File: config.mk
export PLATFORM = sky130hd
export DESIGN_NAME = debug_frame_serializer
export DESIGN_NICKNAME = d
export VERILOG_FILES = /design/src/rtl/debug_pkg.sv /design/src/rtl/dbg_byte_mux.sv /design/src/rtl/debug_frame_serializer.sv
export SDC_FILE = /design/constraint.sdc
export NUM_CORES = 1
export LEC_CHECK = 0
export ABC_CLOCK_PERIOD_IN_PS = 2300
export CORE_MARGIN = 10
export CORE_UTILIZATION = 56
export DETAILED_ROUTE_END_ITERATION = 16
export DONT_BUFFER_PORTS = 1
export GPL_TIMING_DRIVEN = 0
export PLACE_DENSITY_LB_ADDON = 0.12
export SYNTH_ARGS = -nofsm -noshare
export SYNTH_HDL_FRONTEND = slang
export SYNTH_HIERARCHICAL = 1
export SYNTH_SLANG_ARGS = --single-unit
File: constraint.sdc
create_clock -name clk -period 2.3 [get_ports clk]
set_input_delay 0.69 -clock clk [delete_from_list [all_inputs] [get_ports clk]]
set_output_delay 0.69 -clock clk [all_outputs]
set_load 0.005 [all_outputs]
File: src/rtl/debug_pkg.sv
// rtl/debug_pkg.sv - shared constants, FSM states and control-word layout for the debug frame serializer
package debug_pkg;

    localparam logic [7:0] DBG_HDR = 8'hA5;

    // Byte offsets of each field inside the frame
    localparam logic [7:0] OFS_PC  = 8'd1;
    localparam logic [7:0] OFS_INS = 8'd5;
    localparam logic [7:0] OFS_CTL = 8'd9;
    localparam logic [7:0] OFS_REG = 8'd12;

    typedef enum logic [2:0] {
        ST_IDLE,
        ST_FETCH,
        ST_SEND,
        ST_WAIT,
        ST_DONE
    } dbg_state_e;

    typedef struct packed {
        logic [4:0] rsvd;
        logic       branch_id;
        logic       mem_read_id;
        logic       mem_write_id;
        logic       alu_src_id;
        logic       reg_write_id;
        logic [1:0] reg_dst_id;
        logic [1:0] mem_to_reg_id;
        logic [1:0] alu_op_id;
        logic       mem_read_ex;
        logic       mem_write_ex;
        logic       reg_write_ex;
        logic [1:0] mem_to_reg_ex;
        logic       reg_write_mem;
        logic [1:0] mem_to_reg_mem;
    } dbg_ctrl_t;

    // Byte k of a 32-bit word, k = 0 selects the most significant byte
    function automatic logic [7:0] word_byte(input logic [31:0] w, input logic [1:0] k);
        logic [7:0] b;
        case (k)
            2'd0:    b = w[31:24];
            2'd1:    b = w[23:16];
            2'd2:    b = w[15:8];
            default: b = w[7:0];
        endcase
        return b;
    endfunction

endpackage

File: src/rtl/dbg_byte_mux.sv
// rtl/dbg_byte_mux.sv - combinational frame byte select for the current byte index
module dbg_byte_mux
    import debug_pkg::*;
#(
    parameter logic [7:0] HDR      = DBG_HDR,
    parameter logic [7:0] LAST_IDX = 8'd140
) (
    input  logic [7:0]  idx,
    input  logic [31:0] pc,
    input  logic [31:0] ins,
    input  logic [23:0] ctl,
    input  logic [31:0] reg_data,
    input  logic [7:0]  csum,
    output logic [7:0]  byte_sel
);

    logic [1:0] k_pc;
    logic [1:0] k_ins;
    logic [1:0] k_ctl;
    logic [1:0] k_reg;

    always_comb begin
        k_pc     = 2'(idx - OFS_PC);
        k_ins    = 2'(idx - OFS_INS);
        // ctl_word is 24 bits, so its first byte is byte 1 of the zero-extended word
        k_ctl    = 2'(idx - OFS_CTL + 8'd1);
        k_reg    = 2'(idx - OFS_REG);
        byte_sel = 8'h00;
        if (idx == LAST_IDX) begin
            byte_sel = csum;
        end else if (idx >= OFS_REG) begin
            byte_sel = word_byte(reg_data, k_reg);
        end else if (idx >= OFS_CTL) begin
            byte_sel = word_byte({8'h00, ctl}, k_ctl);
        end else if (idx >= OFS_INS) begin
            byte_sel = word_byte(ins, k_ins);
        end else if (idx >= OFS_PC) begin
            byte_sel = word_byte(pc, k_pc);
        end else begin
            byte_sel = HDR;
        end
    end

endmodule

File: src/rtl/debug_frame_serializer.sv
// rtl/debug_frame_serializer.sv - snapshots pipeline debug state and streams it as a checksummed UART frame
module debug_frame_serializer
    import debug_pkg::*;
#(
    parameter logic [7:0] HDR  = DBG_HDR,
    parameter int         NREG = 32
) (
    input  logic        clk,
    input  logic        reset_n,
    input  logic        capture,
    input  logic [31:0] post_pc,
    input  logic [31:0] instruction,
    input  logic [23:0] ctrl_word,
    output logic [4:0]  reg_addr,
    input  logic [31:0] reg_data,
    output logic [7:0]  tx_data,
    output logic        tx_start,
    input  logic        tx_done_tick,
    output logic        busy,
    output logic        frame_done,
    output logic        overrun
);

    localparam int         FLEN     = 13 + 4 * NREG;
    localparam logic [7:0] LAST_IDX = 8'(FLEN - 1);

    dbg_state_e  state;
    logic [7:0]  idx;
    logic [7:0]  csum;
    logic [31:0] pc_q;
    logic [31:0] ins_q;
    dbg_ctrl_t   ctl_q;
    logic [7:0]  mux_byte;
    logic [7:0]  reg_rel;

    assign busy    = (state != ST_IDLE);
    assign reg_rel = idx - OFS_REG;
    assign reg_addr = (idx >= OFS_REG && idx < LAST_IDX) ? 5'(reg_rel >> 2) : 5'd0;

    dbg_byte_mux #(
        .HDR      (HDR),
        .LAST_IDX (LAST_IDX)
    ) u_byte_mux (
        .idx      (idx),
        .pc       (pc_q),
        .ins      (ins_q),
        .ctl      (ctl_q),
        .reg_data (reg_data),
        .csum     (csum),
        .byte_sel (mux_byte)
    );

    always_ff @(posedge clk or negedge reset_n) begin
        if (!reset_n) begin
            state      <= ST_IDLE;
            idx        <= '0;
            csum       <= '0;
            pc_q       <= '0;
            ins_q      <= '0;
            ctl_q      <= '0;
            tx_data    <= '0;
            tx_start   <= 1'b0;
            frame_done <= 1'b0;
            overrun    <= 1'b0;
        end else begin
            tx_start   <= 1'b0;
            frame_done <= 1'b0;
            if (capture && state != ST_IDLE) begin
                overrun <= 1'b1;
            end
            case (state)
                ST_IDLE: begin
                    if (capture) begin
                        pc_q    <= post_pc;
                        ins_q   <= instruction;
                        ctl_q   <= dbg_ctrl_t'(ctrl_word);
                        idx     <= '0;
                        csum    <= '0;
                        overrun <= 1'b0;
                        state   <= ST_FETCH;
                    end
                end
                ST_FETCH: begin
                    tx_data  <= mux_byte;
                    // Header and the checksum byte itself stay out of the XOR
                    if (idx != 8'd0 && idx != LAST_IDX) begin
                        csum <= csum ^ mux_byte;
                    end
                    tx_start <= 1'b1;
                    state    <= ST_SEND;
                end
                ST_SEND: begin
                    state <= ST_WAIT;
                end
                ST_WAIT: begin
                    if (tx_done_tick) begin
                        if (idx == LAST_IDX) begin
                            frame_done <= 1'b1;
                            state      <= ST_DONE;
                        end else begin
                            idx   <= idx + 8'd1;
                            state <= ST_FETCH;
                        end
                    end
                end
                ST_DONE: begin
                    state <= ST_IDLE;
                end
                default: begin
                    state <= ST_IDLE;
                end
            endcase
        end
    end

endmodule

==> metrics, run 1 <==
Area contributors post-synth=dfrtp_1 (48%), mux2_2 (16%), mux2i_1 (2.9%); die height=125.3 um; Least-Margin Pin Slew=0.5652 ns; DP Area=6387 um2; final WL=17.84 mm; DP HPWL=12.71 mm; 1st-pass router iterations=7; Slew headroom=62.32%; Core Util, Final=67.60%; Setup Skew=0.004611 ns; Layout area overhead=17.97%; Initial Utilization=57.31%; Worst Path Arrival=1.88 ns; peak fanout along the critical path=5; initial antenna violation count=0; placed cell count=662; max_cap viols=0; Syn Area/Cell=11.90 um2; Vias/cell=6.332; maximum clock path buffer count=2; total CTS buffers=17; Yosys top cell by area=dfrtp_1; compound-cell area share of the yosys netlist=11.68%; core area=10840 um2; Netlist cell types=67; Crit Path Class=flip-flop to output port; Finished Layout Cells=719; post-route cell area=7328 um2; total clock sinks=118; Iteration-0 DRC Markers=476; Post-synth EDFFs=0; Final Hold Viols=118; Synth Net Count=651; Post-synth top cells=dfrtp_1 (118), mux2_2 (91), nand2_1 (33); H-tree levels=4; standard-cell rows=38; register area share after synthesis=47.53%; xor/xnor share of the synthesized area=0.7049%; #FFs+latches synth=118; crit start category=flip-flop; synthesized-area fraction occupied by and/or/nand/nor cells=11.26%; Worst EP required=1.61 ns; Mapped Cells=522; buffers added on ports=0; count leader, synth=dfrtp_1; DRC viols=0; Yosys warning total=6; Min Clock Period, post-route=2.565 ns; Synth Area in Adders=1.007%; largest net degree at the start of global routing=119; Routed Antenna Nets=0; share of layout cells above drive strength 1=40.45%; Reg2Reg Launch Point=idx[0]; Overflow after GRT=0; outcome=finished, violations left; Hold Crit Class=primary input to asynchronous set/reset pin; Die W=125.3 um; mux cell area share after synthesis=23.50%; DR vias=4553; pwr/cell area=1611 nW/um2; later-pin clock latency in the skew report=0.53 ns; fillers=826; Reg clk slew, reported paths=0.06 ns; reg2reg end=csum[7]; Top Ports=141; final worst setup slack=-0.2650 ns; Register-to-Register Path Depth=7; fin crit share=111.5%; Cell Area, Synth=6212 um2; async set-reset flop share out of synthesis=100.0%; total power=0.01181 W; routed len/inst=24.81 um; pre-CTS setup slack=-0.2362 ns; first-pass GRT wire length=27.77 mm; Synth top area share=47.53%; vias in the first global route=4778; Pins Over Slew Limit=0; violated checks=hold timing, setup timing; Peak supply drop=0.9323 mV; top_reg_cell synth=dfrtp_1; clock root buffer=clkbuf_8; f_max=389.9 MHz; static leakage=3.171 nW; RSZ-0062 raised after global routing=true; type of destination of the critical path=output port; largest family of logic cells by synthesized area=multiplexers; Finish-stage setup viols=7; WHS=-0.1467 ns; Die ar.=15710 um2; GP Congestion=0.8982; CTS tree=yes; R2R setup slack=-0.07 ns; fin nets=692; gr usage total=22.39%
[worst max-delay path, stage by stage (launching register included)]
cell	delay (ns)
dfrtp_1	0.39
clkbuf_8	0.14
or3_4	0.37
o31ai_4	0.37
nor2_2	0.08
[logic make-up (layout without fill, tap and decap cells)]
logic type,Yosys count,count (layout)
AND/OR/NAND/NOR,129,129
multiplexers,121,121
flip-flops,118,118
AO/OA/AOI/OAI,99,99
buffers and inverters,45,99
adder cells (fa/ha/maj),5,5
XOR/XNOR,5,5
other,0,3
[metrics by stage]
step	setup TNS, ns	hold WS [ns]
6_report	-1.452	-0.1467
5_1_grt	-2.082	-0.1690
4_1_cts	-1.534	-0.1564
3_5_place_dp	-1.684	0.3980
3_3_place_gp	-1.257	0.3997
2_1_floorplan	0	0.3944
[state kept, by name, indices dropped and copies added (netlist names), named ones only]
signal,cells
frame_done,1
tx_start,1
tx_data,8
state,3
ins_q,32
ctl_q,24
pc_q,32
csum,8
idx,8
[placed cells by master, fill, tap and decap left out, drive strengths merged, types with 3 or more instances in the layout]
cell type / instances
a211o: 4
a21oi: 22
a221o: 4
a22o: 12
and3: 5
buf: 50
bufinv: 3
clkbuf: 22
clkinv: 3
clkinvlp: 7
dfrtp: 118
diode: 3
ha: 5
inv: 14
mux2: 94
mux2i: 18
mux4: 9
nand2: 33
nand2b: 8
nand3: 10
nand4: 4
nor2: 21
nor2b: 15
nor3: 8
nor3b: 5
o21ai: 12
o221a: 3
o221ai: 3
o22ai: 11
o31ai: 3
or2: 4
or3: 3
xnor2: 3
[where the power goes]
group          internal (W)  leakage (nW)  total [W]  switching [W]
clock               0.00165         0.269    0.00265       0.000999
sequential          0.00307          1.43    0.00375       0.000683
combinational       0.00269          1.47    0.00540        0.00271
[layout make-up]
type / instances / area [um2] / share of cell area (%)
well taps: 140 / 175.2 / 2.390
clock inverters: 15 / 178.9 / 2.442
plain buffers: 32 / 250.2 / 3.415
inverters: 12 / 45.04 / 0.6146
clock buffers: 17 / 414.1 / 5.651
multi-input cells: 359 / 3117 / 42.53
repair buffers: 23 / 180.2 / 2.459
flip-flops and latches: 118 / 2960 / 40.40
diodes: 3 / 7.507 / 0.1024
[how the worst max path moves through the flow]
stage	start	endpoint	slack [ns]
2_1_floorplan	idx[5]	reg_addr[2]	0.13
3_5_place_dp	idx[0]	csum[7]	-0.24
3_3_place_gp	idx[2]	csum[4]	-0.20
5_1_grt	idx[5]	reg_addr[0]	-0.33
4_1_cts	idx[5]	reg_addr[4]	-0.29
6_report	idx[5]	reg_addr[3]	-0.27
[routing by layer]
metal  GRT usage [%]  vias up  wire [um]
met3           9.083       25       1762
li1                -     2036          -
met5               0        -          0
met2           38.11      234       8860
met1           25.45     2258       6890
met4           6.233        0        322
[timing repair]
item,4_1_cts,5_1_grt
hold endpoints to repair,118,118
pin swaps,13,17
setup endpoints to repair,14,16
resized for setup,32,31
buffers inserted,17,6
No activity file was read; power rests on OpenSTA's default activity.
==> run 2: changes to the inputs <==
CORE_MARGIN = 2   (was 10)
==> metrics, run 2 (synthesized netlist as in run 1, its figures left out) <==
violated checks=hold timing, setup timing; highest-count cells in the layout ignoring fill and taps=dfrtp_1 (111), mux2_2 (91), nand2_1 (31); R2R setup slack=-0.13 ns; max_cap viols=0; placed cell count=662; static leakage=3.180 nW; peak fanout along the critical path=5; Worst Path Arrival=1.80 ns; Crit Path Class=flip-flop to output port; crit start category=flip-flop; Routed Antenna Nets=0; maximum clock path buffer count=2; H-tree levels=4; GP Congestion=0.9173; DRC viols=0; total CTS buffers=17; Vias/cell=6.303; share of layout cells above drive strength 1=38.81%; Die W=109.3 um; Top Ports=141; Iteration-0 DRC Markers=390; Final Hold Viols=118; WHS=-0.1377 ns; post-route cell area=7282 um2; slowest CP cell=dfrtp_2; Min Clock Period, post-route=2.492 ns; fin crit share=108.4%; Reg clk slew, reported paths=0.05 ns; Finished Layout Cells=713; Pins Over Slew Limit=0; CTS tree=yes; routed len/inst=22.97 um; Setup Skew=0.006490 ns; Die ar.=11950 um2; Peak supply drop=0.8732 mV; Hold Crit Class=primary input to asynchronous set/reset pin; 1st-pass router iterations=5; commonest non-fill, non-tap cell in the layout=dfrtp_1; vias in the first global route=4801; fin nets=689; total power=0.01166 W; core area=10840 um2; pwr/cell area=1601 nW/um2; f_max=401.2 MHz; final WL=16.38 mm; first-pass GRT wire length=25.17 mm; DP HPWL=11.53 mm; Layout area overhead=17.22%; Finish-stage setup viols=8; DR vias=4494; Worst EP required=1.61 ns; Initial Utilization=57.31%; Core Util, Final=67.17%; die height=109.3 um; RSZ-0062 raised after global routing=true; CP peak stage delay=0.42 ns; DP Area=6387 um2; standard-cell rows=38; type of destination of the critical path=output port; buffers added on ports=0; Overflow after GRT=0; gr usage total=28.70%; outcome=finished, violations left; clock root buffer=clkbuf_8; initial antenna violation count=0; later-pin clock latency in the skew report=0.52 ns; largest net degree at the start of global routing=119; Buf/Inv on CP=0; CP delay by family, top=simple AND/OR/NAND/NOR gates; top flop regs=ins_q (32), pc_q (32), ctl_q (24); final worst setup slack=-0.1925 ns; total clock sinks=118; Least-Margin Pin Slew=0.5649 ns; CP Cell Sequence=or3_4, o21ai_4, o31ai_4, nor2_1; fillers=844; Slew headroom=62.34%; setup TNS=-1.087 ns
==> run 2: metrics by stage <==
stage                     hold slack, ns  worst slack, ns
final                            -0.1377          -0.1925
after global routing             -0.1596          -0.2537
after CTS                        -0.1542          -0.2057
after detailed placement          0.3981          -0.2359
after global placement            0.3986          -0.2061
after floorplan                   0.3944           0.1325
==> run 2: where the power goes <==
part / internal, W / total, W / switching [W] / leakage (nW)
Combinational: 0.00261 / 0.00526 / 0.00265 / 1.45
Clock: 0.00175 / 0.00264 / 0.000887 / 0.294
Sequential: 0.00307 / 0.00376 / 0.000686 / 1.43
Total: 0.00743 / 0.0117 / 0.00422 / 3.18
==> run 2: area by class of cell <==
class,instances,area (um2),area share (%)
Antenna cell,1,2.502,0.03436
Tap cell,140,175.2,2.405
Clock inverter,8,121.4,1.667
Clock buffer,23,476.7,6.546
Inverter,12,45.04,0.6186
Multi-Input combinational cell,359,3102,42.59
Sequential cell,118,2962,40.67
Buffer,30,232.7,3.196
Timing Repair Buffer,22,165.2,2.268
==> run 2: worst paths after layout <==
kind,cells past startpoint,end,from
max,4,reg_addr[0],idx[4]
min,0,state[2],reset_n
max reg2reg,7,csum[0],idx[0]
min reg2reg,2,tx_data[4],tx_data[4]
max in group asynchronous,0,idx[1],reset_n
min in group clk,1,ins_q[4],instruction[4]
==> run 2: what timing repair did <==
item,4_1_cts,5_1_grt
gates cloned,0,0
pin swaps,11,12
buffers inserted,17,5
setup endpoints to repair,15,15
hold endpoints to repair,118,118
gates resized for setup,32,22
==> run 2: layer usage <==
layer / global-route usage (%) / wire length [um]
met1: 33.66 / 6146
met2: 48.63 / 8333
met3: 9.069 / 1481
met4: 12.12 / 417
met5: 0 / 0
==> run 2: worst register-to-register path: stages, from the launching register on <==
cell,delay (ns)
dfrtp_2,0.49
buf_12,0.17
mux2_4,0.30
a221o_1,0.34
a222oi_1,0.46
a21oi_2,0.16
nor2b_1,0.17
a22o_1,0.22
==> run 3: changes to the inputs <==
ABC_AREA = 1   (was default)
CTS_CLUSTER_DIAMETER = 80   (was default)
PLACE_DENSITY_LB_ADDON = 0.3   (was 0.12)
==> metrics, run 3 <==
RSZ-0062 raised after global routing=true; Syn Area/Cell=7.119 um2; core area=10940 um2; Yosys warning total=6; Min Clock Period, post-route=2.292 ns; register area share after synthesis=46.50%; 1st-pass router iterations=6; Synth Net Count=1021; Yosys top cell by area=dfrtp_1; share of layout cells above drive strength 1=14.30%; Top Ports=141; Reg2Reg Launch Point=idx[0]; Crit Path Class=flip-flop to output port; static leakage=3.872 nW; Least-Margin Pin Slew=0.5168 ns; Initial Utilization=58.07%; total clock sinks=118; Overflow after GRT=0; peak fanout along the critical path=7; initial antenna violation count=0; reg2reg end=csum[6]; Hold Crit Class=primary input to asynchronous set/reset pin; R2R setup slack=0.05 ns; Post-synth top cells=nand2_1 (467), dfrtp_1 (118), nor2_1 (74); Die ar.=12210 um2; Synth top area share=46.50%; buffers added on ports=0; clock root buffer=clkbuf_16; Routed Antenna Nets=0; setup TNS=0 ns; max_cap viols=0; pwr/cell area=1378 nW/um2; Iteration-0 DRC Markers=564; Final Hold Viols=84; Worst Path Arrival=1.60 ns; Area contributors post-synth=dfrtp_1 (47%), nand2_1 (28%), nand3_1 (4.7%); Register-to-Register Path Depth=13; highest-count cells in the layout ignoring fill and taps=nand2_1 (461), dfrtp_1 (112), nor2_1 (66); type of destination of the critical path=output port; #FFs+latches synth=118; commonest non-fill, non-tap cell in the layout=nand2_1; Setup Skew=0.01022 ns; outcome=finished, violations left; Die W=110.5 um; Antenna Diode Count=0; Worst EP required=1.61 ns; Cell Area, Synth=6350 um2; Vias/cell=5.470; Peak supply drop=0.7357 mV; gr usage total=29.99%; top flop regs=ins_q (32), pc_q (32), ctl_q (24); Reg clk slew, reported paths=0.06 ns; routed len/inst=16.85 um; Layout area overhead=16.37%; maximum clock path buffer count=2; fin nets=1053; DRC viols=0; total CTS buffers=17; final WL=18.15 mm; Finish-stage setup viols=0; CTS tree=yes; DP HPWL=12.29 mm; largest net degree at the start of global routing=119; Mapped Cells=892; die height=110.5 um; async set-reset flop share out of synthesis=100.0%; DR vias=5891; Netlist cell types=33; H-tree levels=4; count leader, synth=nand2_1; Slew headroom=65.55%; violated checks=hold timing; first-pass GRT wire length=28.77 mm; top_reg_cell synth=dfrtp_1; standard-cell rows=38; GP Congestion=0.9211; Pins Over Slew Limit=0; crit start category=flip-flop; Post-synth EDFFs=0; vias in the first global route=5714; fin crit share=99.65%; later-pin clock latency in the skew report=0.41 ns; f_max=436.3 MHz; WHS=-0.02838 ns
[run 3: cell types whose count changed in the layout (fill, tap and decap cells not counted), moves of 7 or more]
cell      change
mux4_2        -7
o22ai_1      -11
nand2b_1      -8
inv_1        +24
nand2_1     +430
mux2_2       -91
nor2b_1      -14
nor2_1       +48
nand3_1      +49
a22o_1       -12
nor2_2        +7
buf_4         -8
inv_2        +11
mux2i_1      -17
[run 3: kinds of logic (layout without fill, tap and decap cells)]
kind of cell	count (synthesis)	after routing	share of synthesized area, %
xor+xnor	12	12	1.655
simple gates	635	635	41.36
flops	118	118	46.50
buf+inv	81	126	6.010
compound gates	41	41	3.488
fa+ha+maj	5	5	0.9852
[run 3: critical path, cell delays in order, from the launching register on]
cell     delay (ns)
dfrtp_1        0.39
buf_6          0.14
nor2_4         0.15
buf_6          0.13
nand2_4        0.05
o21ai_4        0.26
nor2_2         0.07
[run 3: what timing repair did]
item / 4_1_cts / 5_1_grt
endpoints found under the hold margin: 118 / 118
gates resized for setup: 26 / 29
setup buffers: 5 / 8
endpoints found under the setup margin: 12 / 13
pin swaps: 4 / 7
[run 3: routing by layer]
| metal | share of wire (%) | vias to the layer above | global-route usage (%) | routed length, um |
|---|---|---|---|---|
| met5 | 0 | - | 0 | 0 |
| met4 | 2.8 | 0 | 11.67 | 502 |
| met3 | 8.3 | 38 | 6.806 | 1512 |
| met2 | 47 | 269 | 47.53 | 8558 |
| met1 | 42 | 2754 | 40.30 | 7576 |
| li1 | - | 2830 | - | - |
[run 3: area by class of cell]
type / instances / area (um2)
Tap cell: 140 / 175.2
Clock buffer: 20 / 446.7
Fill cell: 952 / 3546
Sequential cell: 118 / 2960
Buffer: 35 / 229.0
Clock inverter: 12 / 151.4
Inverter: 46 / 172.7
Timing Repair Buffer: 13 / 108.9
Multi-Input combinational cell: 693 / 3146
[run 3: stage by stage]
stage / power [W] / area, um2 / setup WS, ns / instances / util, %
2_1_floorplan: 0.006182 / 6350 / 0.3042 / 892 / -
3_3_place_gp: 0.007116 / 6525 / -0.007343 / 1032 / 59.67
3_5_place_dp: 0.007208 / 6525 / -0.01098 / 1032 / 59.67
4_1_cts: 0.009988 / 7234 / -0.008974 / 1069 / 66.16
5_1_grt: 0.01090 / 7390 / -0.06014 / 1077 / 67.57
6_report: 0.01018 / 7390 / 0.008082 / 1077 / 67.57
[run 3: how the worst max path moves through the flow]
| stage | startpoint | end | slack [ns] | cells after the start |
|---|---|---|---|---|
| after detailed placement | idx[1] | csum[6] | -0.01 | 14 |
| after floorplan | idx[2] | reg_addr[2] | 0.30 | 6 |
| after CTS | idx[2] | reg_addr[2] | -0.009 | 6 |
| after global placement | idx[1] | csum[6] | -0.007 | 14 |
| after global routing | idx[4] | reg_addr[2] | -0.06 | 6 |
| final | idx[4] | reg_addr[1] | 0.008 | 6 |
[run 3: power by group]
| part | switching, W | internal (W) |
|---|---|---|
| Combinational | 0.00257 | 0.00139 |
| Sequential | 0.000580 | 0.00296 |
| Clock | 0.000951 | 0.00173 |
